--- src/rtl/lc3_branch_pkg.sv ---
// lc3_branch_pkg: shared types, constants and helpers for the LC-3 branch resolve unit.
//   br_state_e : resolve FSM states (IDLE, EVAL, REQ, DONE)
//   OP_BR      : BR opcode in IR[15:12]
//   sext9      : PCoffset9 -> datapath-width sign extension
//   to_cnt_w   : ack wait counter width for a given timeout
package lc3_branch_pkg;
  typedef enum logic [1:0] {IDLE, EVAL, REQ, DONE} br_state_e;
  localparam logic [3:0] OP_BR = 4'b0000;
  localparam int BR_WIDTH = 16;
  localparam int BR_OFFSET_W = 9;
  localparam int ACK_TIMEOUT_DEF = 15;
  function automatic logic [BR_WIDTH-1:0] sext9(input logic [BR_OFFSET_W-1:0] off);
    return {{(BR_WIDTH-BR_OFFSET_W){off[BR_OFFSET_W-1]}}, off};
  endfunction
  // A timeout of 0 disables the limit, but the counter still needs one bit.
  function automatic int to_cnt_w(input int t);
    return (t < 2) ? 1 : $clog2(t + 1);
  endfunction
  localparam int TO_CNT_W = to_cnt_w(ACK_TIMEOUT_DEF);
endpackage

--- src/rtl/ben_eval.sv ---
// ben_eval: combinational BR condition check, shared with the control FSM.
//   opcode_i : IR[15:12]
//   cc_i     : IR[11:9] requested {n,z,p}
//   nzp_i    : current condition codes {N,Z,P}
//   ben_o    : branch enable
module ben_eval
  import lc3_branch_pkg::*;
(
  input  logic [3:0] opcode_i,
  input  logic [2:0] cc_i,
  input  logic [2:0] nzp_i,
  output logic       ben_o
);
  assign ben_o = (opcode_i == OP_BR) && |(cc_i & nzp_i);
endmodule

--- src/rtl/branch_resolve_unit.sv ---
// branch_resolve_unit: resolves LC-3 BR instructions into BEN/Target and loads the PC via req/ack.
//   Clk, Reset(async, active low)
//   Start/IR/NZP/PC     : instruction snapshot request from the control FSM
//   Busy/BEN/Taken/Target, Done/Timeout : status and results
//   PC_Load_Req/PC_Load_Ack : handshake with the PC register
//   BRANCH_STATS_EN defined adds Taken_Count/NotTaken_Count saturating counters.
module branch_resolve_unit
  import lc3_branch_pkg::*;
#(
  parameter int WIDTH       = BR_WIDTH,
  parameter int OFFSET_W    = BR_OFFSET_W,
  parameter int ACK_TIMEOUT = ACK_TIMEOUT_DEF
) (
  input  logic             Clk,
  input  logic             Reset,
  input  logic             Start,
  input  logic [WIDTH-1:0] IR,
  input  logic [2:0]       NZP,
  input  logic [WIDTH-1:0] PC,
  output logic             Busy,
  output logic             BEN,
  output logic             Taken,
  output logic [WIDTH-1:0] Target,
  output logic             PC_Load_Req,
  input  logic             PC_Load_Ack,
  output logic             Done,
  output logic             Timeout
`ifdef BRANCH_STATS_EN
  ,
  output logic [15:0]      Taken_Count,
  output logic [15:0]      NotTaken_Count
`endif
);
  localparam int CW = to_cnt_w(ACK_TIMEOUT);
  localparam logic [CW:0] TO = (CW+1)'(ACK_TIMEOUT);
  br_state_e state_q, state_d;
  logic [3:0] op_q, op_d;
  logic [2:0] cc_q, cc_d, nzp_q, nzp_d;
  logic [OFFSET_W-1:0] off_q, off_d;
  logic [WIDTH-1:0] pc_q, pc_d, target_q, target_d;
  logic ben_q, ben_d, taken_q, taken_d, timeout_q, timeout_d;
  logic [CW-1:0] wait_q, wait_d;
  logic [CW:0] wait_inc;
  logic ben_w, expired;
  ben_eval u_ben (.opcode_i(op_q), .cc_i(cc_q), .nzp_i(nzp_q), .ben_o(ben_w));
  assign wait_inc = {1'b0, wait_q} + (CW+1)'(1);
  // wait_inc counts the current REQ cycle, so the limit fires after exactly ACK_TIMEOUT cycles.
  assign expired = (ACK_TIMEOUT != 0) && (wait_inc == TO);
  always_comb begin
    state_d   = state_q;
    op_d      = op_q;
    cc_d      = cc_q;
    off_d     = off_q;
    pc_d      = pc_q;
    nzp_d     = nzp_q;
    ben_d     = ben_q;
    taken_d   = taken_q;
    target_d  = target_q;
    wait_d    = wait_q;
    timeout_d = 1'b0;
    case (state_q)
      IDLE: if (Start) begin
        state_d = EVAL;
        op_d    = IR[15:12];
        cc_d    = IR[11:9];
        off_d   = IR[OFFSET_W-1:0];
        pc_d    = PC;
        nzp_d   = NZP;
        taken_d = 1'b0;
      end
      EVAL: begin
        ben_d    = ben_w;
        target_d = pc_q + sext9(off_q);
        wait_d   = '0;
        state_d  = ben_w ? REQ : DONE;
      end
      REQ: begin
        wait_d = wait_inc[CW-1:0];
        if (PC_Load_Ack) begin
          taken_d = 1'b1;
          state_d = DONE;
        end else if (expired) begin
          timeout_d = 1'b1;
          state_d   = DONE;
        end
      end
      DONE: state_d = IDLE;
      default: state_d = IDLE;
    endcase
  end
  always_ff @(posedge Clk or negedge Reset) begin
    if (!Reset) begin
      state_q   <= IDLE;
      op_q      <= '0;
      cc_q      <= '0;
      off_q     <= '0;
      pc_q      <= '0;
      nzp_q     <= '0;
      ben_q     <= 1'b0;
      taken_q   <= 1'b0;
      target_q  <= '0;
      wait_q    <= '0;
      timeout_q <= 1'b0;
    end else begin
      state_q   <= state_d;
      op_q      <= op_d;
      cc_q      <= cc_d;
      off_q     <= off_d;
      pc_q      <= pc_d;
      nzp_q     <= nzp_d;
      ben_q     <= ben_d;
      taken_q   <= taken_d;
      target_q  <= target_d;
      wait_q    <= wait_d;
      timeout_q <= timeout_d;
    end
  end
  assign Busy        = state_q != IDLE;
  assign PC_Load_Req = state_q == REQ;
  assign Done        = state_q == DONE;
  assign BEN         = ben_q;
  assign Taken       = taken_q;
  assign Target      = target_q;
  assign Timeout     = timeout_q;
`ifdef BRANCH_STATS_EN
  logic [15:0] tk_q, tk_d, nt_q, nt_d;
  always_comb begin
    tk_d = tk_q;
    nt_d = nt_q;
    if (state_q == DONE) begin
      tk_d = (taken_q && !(&tk_q)) ? tk_q + 16'd1 : tk_q;
      nt_d = (!taken_q && !(&nt_q)) ? nt_q + 16'd1 : nt_q;
    end
  end
  always_ff @(posedge Clk or negedge Reset) begin
    if (!Reset) begin
      tk_q <= '0;
      nt_q <= '0;
    end else begin
      tk_q <= tk_d;
      nt_q <= nt_d;
    end
  end
  assign Taken_Count    = tk_q;
  assign NotTaken_Count = nt_q;
`endif
endmodule

--- config.mk ---
export PLATFORM = sky130hd
export DESIGN_NAME = branch_resolve_unit
export DESIGN_NICKNAME = d
export VERILOG_FILES = /design/src/rtl/lc3_branch_pkg.sv /design/src/rtl/ben_eval.sv /design/src/rtl/branch_resolve_unit.sv
export SDC_FILE = /design/constraint.sdc
export NUM_CORES = 1
export LEC_CHECK = 0
export ABC_AREA = 0
export ABC_CLOCK_PERIOD_IN_PS = 2200
export BUFFER_PORTS_ARGS = -buffer_cell sky130_fd_sc_hd__buf_2
export CAP_MARGIN = 10
export CORE_MARGIN = 1
export CORE_UTILIZATION = 43
export CTS_BUF_LIST = sky130_fd_sc_hd__clkbuf_8
export CTS_CLUSTER_DIAMETER = 120
export DETAILED_ROUTE_END_ITERATION = 10
export PLACE_DENSITY = 0.7
export SLEW_MARGIN = 20
export SYNTH_ARGS = -nofsm -noshare
export SYNTH_HDL_FRONTEND = slang
export SYNTH_SLANG_ARGS = --single-unit
--- constraint.sdc ---
create_clock -name Clk -period 2.2 [get_ports Clk]
set_input_delay 0.33 -clock Clk [delete_from_list [all_inputs] [get_ports Clk]]
set_output_delay 0.33 -clock Clk [all_outputs]
set_load 0.03 [all_outputs]
* Word-level counts from Yosys, hierarchy flattened
Cells that the tools add are included.
Word-level totals: flip-flop bits (word level) 60, input port bits 39, output and inout bits 22, logic and storage cells 43
Operators by class: $add $sub $neg 2, equality and inequality tests 7, mux-type cells 12, bitwise operators 1, reductions and logical operators 10
Operators with widths (count):
- 16-bit adder | 1
- 2-bit case mux with 4 select lines | 1
- 4-bit case mux with 2 select lines | 1
- 1-bit two-way mux | 6
- 2-bit two-way mux | 3
- 2-bit nonzero test | 3
- 4-bit by 1-bit adder with 5-bit output, second input constant | 1
- 5-bit by 4-bit == test with 1-bit output, second input constant | 1
- 2-bit == test, second input constant | 2
- 4-bit zero test | 1
- 2-bit AND reduction | 2
- 3-bit AND | 1
- 3-bit by 1-bit inequality test with 1-bit output, second input constant | 1
- 3-bit AND reduction | 1
- 3-bit OR reduction | 1
- 2-bit by 1-bit == test with 1-bit output, second input constant | 1
- 2-bit zero test | 1
- 2-bit by 1-bit inequality test with 1-bit output, second input constant | 1
- 2-bit inequality test, second input constant | 1
- 1-bit case mux with 2 select lines | 1
- 1-bit logical AND | 1

* Longest topological paths before layout
Gate-level depths: netlist of run 1.
depth after elaboration 5, gate-level depth with buffers 7, gate-level depth less buffers 7

* By module
Synthesis of run 1 repeated with hierarchy kept, for this count alone.
Second synthesis, totals: cell total of the unflattened synthesis 263, area total of the unflattened synthesis 3125.5 µm²
By module, submodules not included:
- branch_resolve_unit | instances 1, cells an instance 260, area an instance 3104.2 µm², sequential area each 1501.4 µm²
- ben_eval | instances 1, cells an instance 3, area an instance 21.3 µm², sequential area each 0.0 µm²

* Worst setup path after synthesis of run 1
OpenSTA, ideal clock, no wires.
path kind register to register, start register off_q[0], end register target_q[12] (netlist: Target[12]), library setup time 0.125 ns, arrival 2.024 ns, data required time 2.075 ns, slack 0.051 ns, stages on the path, launching flop included 8, buffers on the path 0, period minus slack after synthesis 2.149 ns, cell sequence dfrtp_1 -> ha_1 -> fa_1 -> a21o_1 -> a221oi_4 -> o32ai_1 -> xor2_1 -> mux2_2
Between the ends: word-level cells in the longest chain between the ends 1
Ends and longest elaborated chain:
- start: declaration | line branch_resolve_unit.sv:39 | logic [OFFSET_W-1:0] off_q, off_d;
- start signal: assignment | line branch_resolve_unit.sv:96 | off_q <= '0;
- start signal: assignment | line branch_resolve_unit.sv:108 | off_q <= off_d;
- 16-bit adder | line branch_resolve_unit.sv:73 | target_d = pc_q + sext9(off_q);
- end signal: assignment | line branch_resolve_unit.sv:113 | target_q <= target_d;
- end: declaration | line branch_resolve_unit.sv:40 | logic [WIDTH-1:0] pc_q, pc_d, target_q, target_d;
Every way passes these cells. A chain may end at the register's enable or synchronous reset.

* Worst setup path in the final report of run 1
Same ends and word-level chain as after synthesis.

==> flow_summary.ini, run 1 <==
[run_status]
status = finished, final reports clean

[cts]
clk_latency_ps = 340
tritoncts = done
root_buffer = clkbuf_8
path_clk_slew_ps = 70
htree_levels = 3
max-clock-path-buffers = 2
cts.sinks = 60
cts_buffers = 9

[drt]
drc = 0
wl_per_cell_microns = 14.6
via_per_inst = 5.28
final_antenna_net_count = 0
drtIter0Drc = 132
routed_wl_microns = 6860
dr.pass1.iters = 4
vias = 2487

[yosys]
ys_warn_count = 0
synth_area_leader_cell = dfrtp_1
postSynthCellCount = 282
synth_top_area_share_pct = 46.6
synth_common_cells = 60 x dfrtp_1, 44 x mux2_2, 25 x nand2_1, 22 x ha_1, 14 x o21ai_0
seq_area_frac_synth_pct = 46.6
avgSynthCellArea_sq_um = 11.4
synth-edff-count = 0
ys_types = 45
synth_most_common_cell = dfrtp_1
ys_ff_latch = 60
syn-cell-area_sq_um = 3220
synthTopCellsByArea = dfrtp_1 47%, mux2_2 15%, ha_1 8.5%
async_flop_share_pct = 100
syn_nets = 344
synth_ff_type = dfrtp_1

[sta]
period_share_pct = 96.9
hold_slack_ps = 188
skew_ps = 9.19
hold_violations = 0
setup_viol_count_final = 0
max_slew_margin_pct = 68.9
setup_ws_ps = 67.2
slew_violations = 0
tightest_slew_ps = 466
rsz0062_at_grt = yes
max_freq_ghz = 0.469
setup_tns_ps = 0
timing.final.crit_period_ps = 2130

[power]
power.share.clock_pct = 16.2
power.leakage_nw = 1.90
seqPwrFrac_pct = 25.7
intPower_mw = 4.48
p_sw_share_pct = 41.8
combinationalPowerShare_pct = 58.0
p_per_area_nw_per_um2 = 1880
vdd_drop_max_v = 0.000943
p_sw_mw = 3.21

[job]
maxCapViolations = 0

[worst_setup_path]
cp_cell_sequence = ha_2 -> fa_2 -> a21o_1 -> a221oi_4 -> buf_6 -> o32ai_2 -> xor2_1 -> mux2_2
startpoint_type = register
crit_path_top_delay_cell = dfrtp_1
cp-end-kind = register
path_max_fanout = 5
required_ps = 2430
path_class = register to register
cp.arrival_ps = 2360
cpPeakStageDelay_ps = 390

[min_path]
holdCritPathClass = input pin to register

[grt]
first_global_vias = 2360
overflow = 0
grt_pass1_wl_microns = 11200
grt_start_max_net_pins = 61
antenna_found_initial = 0
grt_use_total_pct = 18.9

[floorplanning]
start_util_pct = 44.4
io_pins = 61
rows = 31
die_h_microns = 88.5
coreArea_sq_um = 7250
dieWidth_microns = 88.5
dieArea_sq_um = 7840

[cells_and_area]
post-route-util_pct = 56.4
syn_to_final_growth_pct = 26.9
nets = 429
layout-drive-gt1-share_pct = 41.1
n_antenna_cell = 0

[place]
dpl_worst_slack_ps = -66.0
dp_hpwl_microns = 4970
gp_congestion = 0.882
port_buffers = 60
==> stage by stage <==
step	power [mW]	instances	instance area (sq um)
global placement	6.10	451	3760
global route	8.26	471	4090
floorplan	5.03	282	3220
finish	7.69	471	4090
CTS	7.58	469	4050
detailed placement	6.22	451	3760
==> final timing paths <==
check,start,endpoint,slack [ps],cells after the start
max in group asynchronous,Reset,Target[13]$_DFFE_PN0P_,1410,3
min in group asynchronous,Reset,Target[8]$_DFFE_PN0P_,530,3
worst min register to register,Target[9]$_DFFE_PN0P_,Target[9]$_DFFE_PN0P_,480,2
worst max-delay path,off_q[0]$_DFFE_PN0P_,Target[12]$_DFFE_PN0P_,70,8
worst max register to register,off_q[0]$_DFFE_PN0P_,Target[12]$_DFFE_PN0P_,70,8
worst min-delay path,PC_Load_Ack,Timeout$_DFF_PN0_,190,2
==> flip-flops by register name (all words and copies together) (netlist names) <==
register	flops
Taken	1
off_q	9
wait_q	4
state_q	2
nzp_q	3
pc_q	16
Target	16
cc_q	3
op_q	4
Timeout	1
BEN	1
==> layout make-up <==
type,count,area [sq um]
well taps,99,124
fillers,668,3170
inverters,13,48.8
multi-input cells,202,1690
clock buffers,11,151
flip-flops and latches,60,1500
clock inverters,5,98.8
repair buffers,81,477
==> critical path, delay by kind of cell, from the launching register on <==
kind	cells	cell delay (ps)
flip-flops	1	390
buffers and inverters	1	160
XOR/XNOR	1	140
multiplexers	1	270
AO/OA/AOI/OAI	3	510
adder cells (fa/ha/maj)	2	550
==> layer usage <==
metal	wire length (microns)	GRT usage, %	vias to the layer above
met5	0	0	-
met1	3300	25.7	1190
li1	-	-	1209
met4	107	8.36	0
met3	335	4.48	12
met2	3110	28.8	76
==> timing repair <==
item                                    in CTS  in global routing
buffers inserted                             1                  2
pin swaps                                    5                  1
hold buffers                                 1                  0
endpoints found under the setup margin       5                  7
resized for setup                            5                  6
endpoints found under the hold margin        5                  0
==> power groups by stage <==
stage,combinational (mW),sequential [mW],clock (mW)
6_report,4.46,1.98,1.25
2_1_floorplan,2.78,2.25,0
5_1_grt,4.89,2.05,1.32
3_3_place_gp,4.13,1.97,0
3_5_place_dp,4.21,2.00,0
4_1_cts,4.32,1.99,1.27
==> logic make-up after synthesis <==
group | Yosys count | share of synthesized area [%]
muxes | 46 | 16.0
adders and majority gates | 23 | 9.17
buffers and inverters | 20 | 2.33
and+or+nand+nor | 61 | 9.52
DFF | 60 | 46.6
AOI/OAI and AO/OA | 63 | 13.9
xor gates and xnor gates | 9 | 2.45
==> layout by cell type, fill, tap and decap left out, drive strengths merged, types with 2 or more instances in the layout <==
cell type / n
nand3b: 3
nor2: 8
xor2: 3
dfrtp: 60
and3: 2
ha: 22
nand2: 25
mux2i: 2
o21ai: 15
inv: 14
a21oi: 13
xnor2: 6
buf: 80
a31oi: 2
a2111oi: 2
nand4: 4
o211ai: 2
nand3: 4
o32ai: 2
nor4b: 2
bufinv: 3
o31ai: 7
a21o: 3
clkbuf: 11
a21boi: 2
o21a: 6
mux2: 44
nor3: 6
or3: 2
Note: power is estimated with default switching activity, not from simulation.
==> inputs of run 2 (changes only) <==
Settings changed: BUFFER_PORTS_ARGS -buffer_cell sky130_fd_sc_hd__buf_2 to default, DONT_BUFFER_PORTS from default to 1, PLACE_DENSITY 0.7 to 0.63.
==> flow_summary.ini, run 2 (same netlist as run 1, synthesis figures left out) <==
[cells_and_area]
layout-drive-gt1-share_pct = 28.2
fill_cells = 669
nets = 367
syn_to_final_growth_pct = 16.1
stdcell_count = 408
final_cell_area_sq_um = 3740
layout_commonest_cell = dfrtp_1
n_antenna_cell = 0
layout_common_cells = 60 x dfrtp_1, 43 x mux2_2, 25 x nand2_1

[run_status]
status = finished, final reports clean

[worst_setup_path]
startpoint_type = register
path_class = register to register
cp-end-kind = register
path_max_fanout = 5
cp.arrival_ps = 2360
cp_cell_sequence = ha_2 -> fa_2 -> a21o_1 -> a221oi_4 -> o32ai_2 -> xor2_1 -> mux2_4
cp_num_buf_inv = 0
crit_path_top_delay_cell = dfrtp_1
cpPeakStageDelay_ps = 380
crit_family = compound AO/OA/AOI/OAI gates
required_ps = 2420

[min_path]
holdCritPathClass = input pin to register

[power]
p_per_area_nw_per_um2 = 1930
power.leakage_nw = 1.64
vdd_drop_max_v = 0.000755
total_power_mw = 7.23

[drt]
wl_per_cell_microns = 16.0
vias = 2221
drc = 0
via_per_inst = 5.44
dr.pass1.iters = 4
drtIter0Drc = 107
routed_wl_microns = 6530
final_antenna_net_count = 0

[floorplanning]
coreArea_sq_um = 7250
io_pins = 61
dieWidth_microns = 88.5
start_util_pct = 44.4
dieArea_sq_um = 7840
rows = 31
die_h_microns = 88.5

[sta]
setup_ws_ps = 56.7
skew_ps = 10.3
tightest_slew_ps = 508
setup_viol_count_final = 0
slew_violations = 0
rsz0062_at_grt = yes
period_share_pct = 97.4
hold_violations = 0
max_slew_margin_pct = 66.1
timing.final.crit_period_ps = 2140
hold_slack_ps = 66.2
max_freq_ghz = 0.467

[place]
port_buffers = 0
dpl_cell_area_sq_um = 3450
dpl_worst_slack_ps = -69.9
gp_congestion = 0.867
dp_hpwl_microns = 4750
dp.cells = 390

[cts]
path_clk_slew_ps = 70
htree_levels = 3
cts.sinks = 60
clk_latency_ps = 330
root_buffer = clkbuf_8
max-clock-path-buffers = 2
cts_buffers = 9
tritoncts = done

[grt]
grt_pass1_wl_microns = 10300
overflow = 0
grt_start_max_net_pins = 61
grt_use_total_pct = 17.7
first_global_vias = 2100
antenna_found_initial = 0

[job]
maxCapViolations = 0
-- run 2: cell types whose count changed in the layout (fill, tap and decap cells not counted), sizes merged --
cell    delta
bufinv     -1
clkbuf     -1
clkinv     +1
buf       -62
-- run 2: final cells by class --
cell class / instances / area [sq um] / share of cell area (%)
Multi-Input combinational cell: 202 / 1670 / 44.7
Sequential cell: 60 / 1500 / 40.1
Timing Repair Buffer: 19 / 178 / 4.75
Clock buffer: 10 / 138 / 3.68
Tap cell: 99 / 124 / 3.31
Clock inverter: 5 / 77.6 / 2.07
Inverter: 13 / 48.8 / 1.30
-- run 2: path summary, 6_finish.rpt --
kind	from	to	slack [ps]	cells after the start
setup / recovery	off_q[0]$_DFFE_PN0P_	Target[12]$_DFFE_PN0P_	60	7
hold / removal	PC_Load_Ack	Timeout$_DFF_PN0_	70	1
setup reg to reg	off_q[0]$_DFFE_PN0P_	Target[12]$_DFFE_PN0P_	60	7
hold reg to reg	op_q[3]$_DFFE_PN0P_	op_q[3]$_DFFE_PN0P_	500	1
max in group asynchronous	Reset	off_q[6]$_DFFE_PN0P_	1410	2
min in group asynchronous	Reset	Target[4]$_DFFE_PN0P_	530	2
-- run 2: timing repair --
| item | in CTS | in global routing |
|---|---|---|
| gates resized for setup | 2 | 5 |
| hold buffers | 2 | 0 |
| endpoints found under the hold margin | 60 | 0 |
| setup buffers | 1 | 0 |
| pin swaps | 4 | 1 |
| setup endpoints to repair | 4 | 7 |
-- run 2: power breakdown --
part	internal [mW]	leakage (nW)	total (mW)	switching (mW)
clock	0.658	0.114	1.08	0.419
sequential	1.65	0.724	2.34	0.685
combinational	1.82	0.799	3.82	2.00
-- run 2: routing by layer --
layer	track usage, %	up-vias	part of all wire (%)
li1	-	1091	-
met4	6.60	0	1.2
met2	25.5	60	44
met1	24.1	1064	46
met5	0	-	0
met3	6.90	6	8.5
-- run 2: metrics by stage --
step / util [%] / setup TNS, ps
2_1_floorplan: - / 0
3_3_place_gp: 47.6 / -33.1
3_5_place_dp: 47.6 / -116
4_1_cts: 51.3 / 0
5_1_grt: 51.6 / -84.9
6_report: 51.6 / 0
==> inputs of run 3 (changes only) <==
Settings changed: CELL_PAD_IN_SITES_DETAIL_PLACEMENT from default to 0, CELL_PAD_IN_SITES_GLOBAL_PLACEMENT from default to 1, PLACE_DENSITY 0.63 to 0.75.
==> flow_summary.ini, run 3 (same netlist as run 1, synthesis figures left out) <==
[run_status]
status = finished, final reports clean

[floorplanning]
coreArea_sq_um = 7250
dieWidth_microns = 88.5
dieArea_sq_um = 7840
die_h_microns = 88.5
rows = 31
start_util_pct = 44.4
io_pins = 61

[place]
dpl_worst_slack_ps = -98.8
dpl_cell_area_sq_um = 3460
port_buffers = 0
dp_hpwl_microns = 4960
gp_congestion = 0.760

[worst_setup_path]
crit_family = adder cells
path_max_fanout = 5
cp_num_buf_inv = 1
cpPeakStageDelay_ps = 380
cp-end-kind = register
cp.arrival_ps = 2400
startpoint_type = register
crit_path_top_delay_cell = dfrtp_1
path_class = register to register
required_ps = 2420
cp_cell_sequence = ha_2 -> fa_2 -> a21o_1 -> a221oi_4 -> buf_6 -> o32ai_2 -> xor2_1 -> mux2_2

[grt]
antenna_found_initial = 0
first_global_vias = 2279
grt_pass1_wl_microns = 11300
grtUsageMet2_pct = 28.7
grt.busiest_layer = met2
overflow = 0
grt_use_met1_pct = 25.4
met3_usage_pct = 6.90
grt_use_total_pct = 19.0
grt_start_max_net_pins = 61

[cells_and_area]
final_cell_area_sq_um = 3800
post-route-util_pct = 52.4
layout_common_cells = 60 x dfrtp_1, 42 x mux2_2, 25 x nand2_1
multiInputGateArea_sq_um = 1690
n_antenna_cell = 0
layout_commonest_cell = dfrtp_1
syn_to_final_growth_pct = 17.9
nets = 370
layout-drive-gt1-share_pct = 30.0
fill_cells = 668
seqCellArea_sq_um = 1500

[drt]
final_antenna_net_count = 0
vias = 2263
wl_per_cell_microns = 16.8
routed_wl_microns = 6920
dr.pass1.iters = 4
drc = 0
drtIter0Drc = 106
via_per_inst = 5.49

[sta]
hold_violations = 0
max_slew_margin_pct = 71.1
slew_violations = 0
skew_ps = 8.85
setup_ws_ps = 15.0
max_freq_ghz = 0.458
period_share_pct = 99.3
rsz0062_at_grt = yes
tightest_slew_ps = 429
setup_tns_ps = 0
timing.final.crit_period_ps = 2180
setup_viol_count_final = 0

[cts]
cts_buffers = 9
htree_levels = 3
tritoncts = done
max-clock-path-buffers = 2
clk_latency_ps = 330
root_buffer = clkbuf_8
cts.sinks = 60
path_clk_slew_ps = 70

[job]
maxCapViolations = 0

[min_path]
holdCritPathClass = input pin to register
[run 3: per-stage QoR]
stage,cells,hold slack (ps)
detailed placement,393,36.7
global route,412,38.2
global placement,393,36.3
floorplan,282,34.4
CTS,412,53.7
finish,412,70.1
[run 3: final cells by class]
| class | count | share of cell area (%) |
|---|---|---|
| clock inverters | 7 | 3.03 |
| multi-input cells | 202 | 44.6 |
| repair buffers | 22 | 5.04 |
| flip-flops and latches | 60 | 39.5 |
| well taps | 99 | 3.26 |
| inverters | 13 | 1.28 |
| clock buffers | 9 | 3.26 |
[run 3: worst register-to-register path: cells and delay by family, from the launching register on]
kind | cells | cell delay [ps]
XOR/XNOR | 1 | 150
buffers and inverters | 1 | 170
multiplexers | 1 | 270
AO/OA/AOI/OAI | 3 | 550
flip-flops | 1 | 380
adder cells (fa/ha/maj) | 2 | 550
[run 3: path summary, 6_finish.rpt]
| check | start | end | slack, ps | cells past startpoint |
|---|---|---|---|---|
| worst max-delay path | off_q[0]$_DFFE_PN0P_ | Target[12]$_DFFE_PN0P_ | 20 | 8 |
| worst min-delay path | PC_Load_Ack | Timeout$_DFF_PN0_ | 70 | 1 |
| worst max register to register | off_q[0]$_DFFE_PN0P_ | Target[12]$_DFFE_PN0P_ | 20 | 8 |
| worst min register to register | op_q[1]$_DFFE_PN0P_ | op_q[1]$_DFFE_PN0P_ | 500 | 1 |
| max in group asynchronous | Reset | off_q[7]$_DFFE_PN0P_ | 1420 | 2 |
| min in group asynchronous | Reset | off_q[4]$_DFFE_PN0P_ | 530 | 2 |
[run 3: per-layer routing]
| metal | vias up | wire (microns) |
|---|---|---|
| met3 | 9 | 439 |
| met5 | - | 0 |
| met2 | 61 | 3180 |
| met4 | 0 | 65 |
| met1 | 1100 | 3240 |
| li1 | 1093 | - |
[run 3: timing repair]
item | CTS | global route
endpoints found under the setup margin | 5 | 7
setup buffers | 1 | 0
hold endpoints to repair | 60 | 0
gates resized for setup | 6 | 7
hold buffers | 2 | 0
pin swaps | 4 | 4
cloned | 0 | 0
Power of run 3 is left out: the tool's default activity adds up to more than one toggle a clock period on the data nets, which glitch-free logic cannot reach.
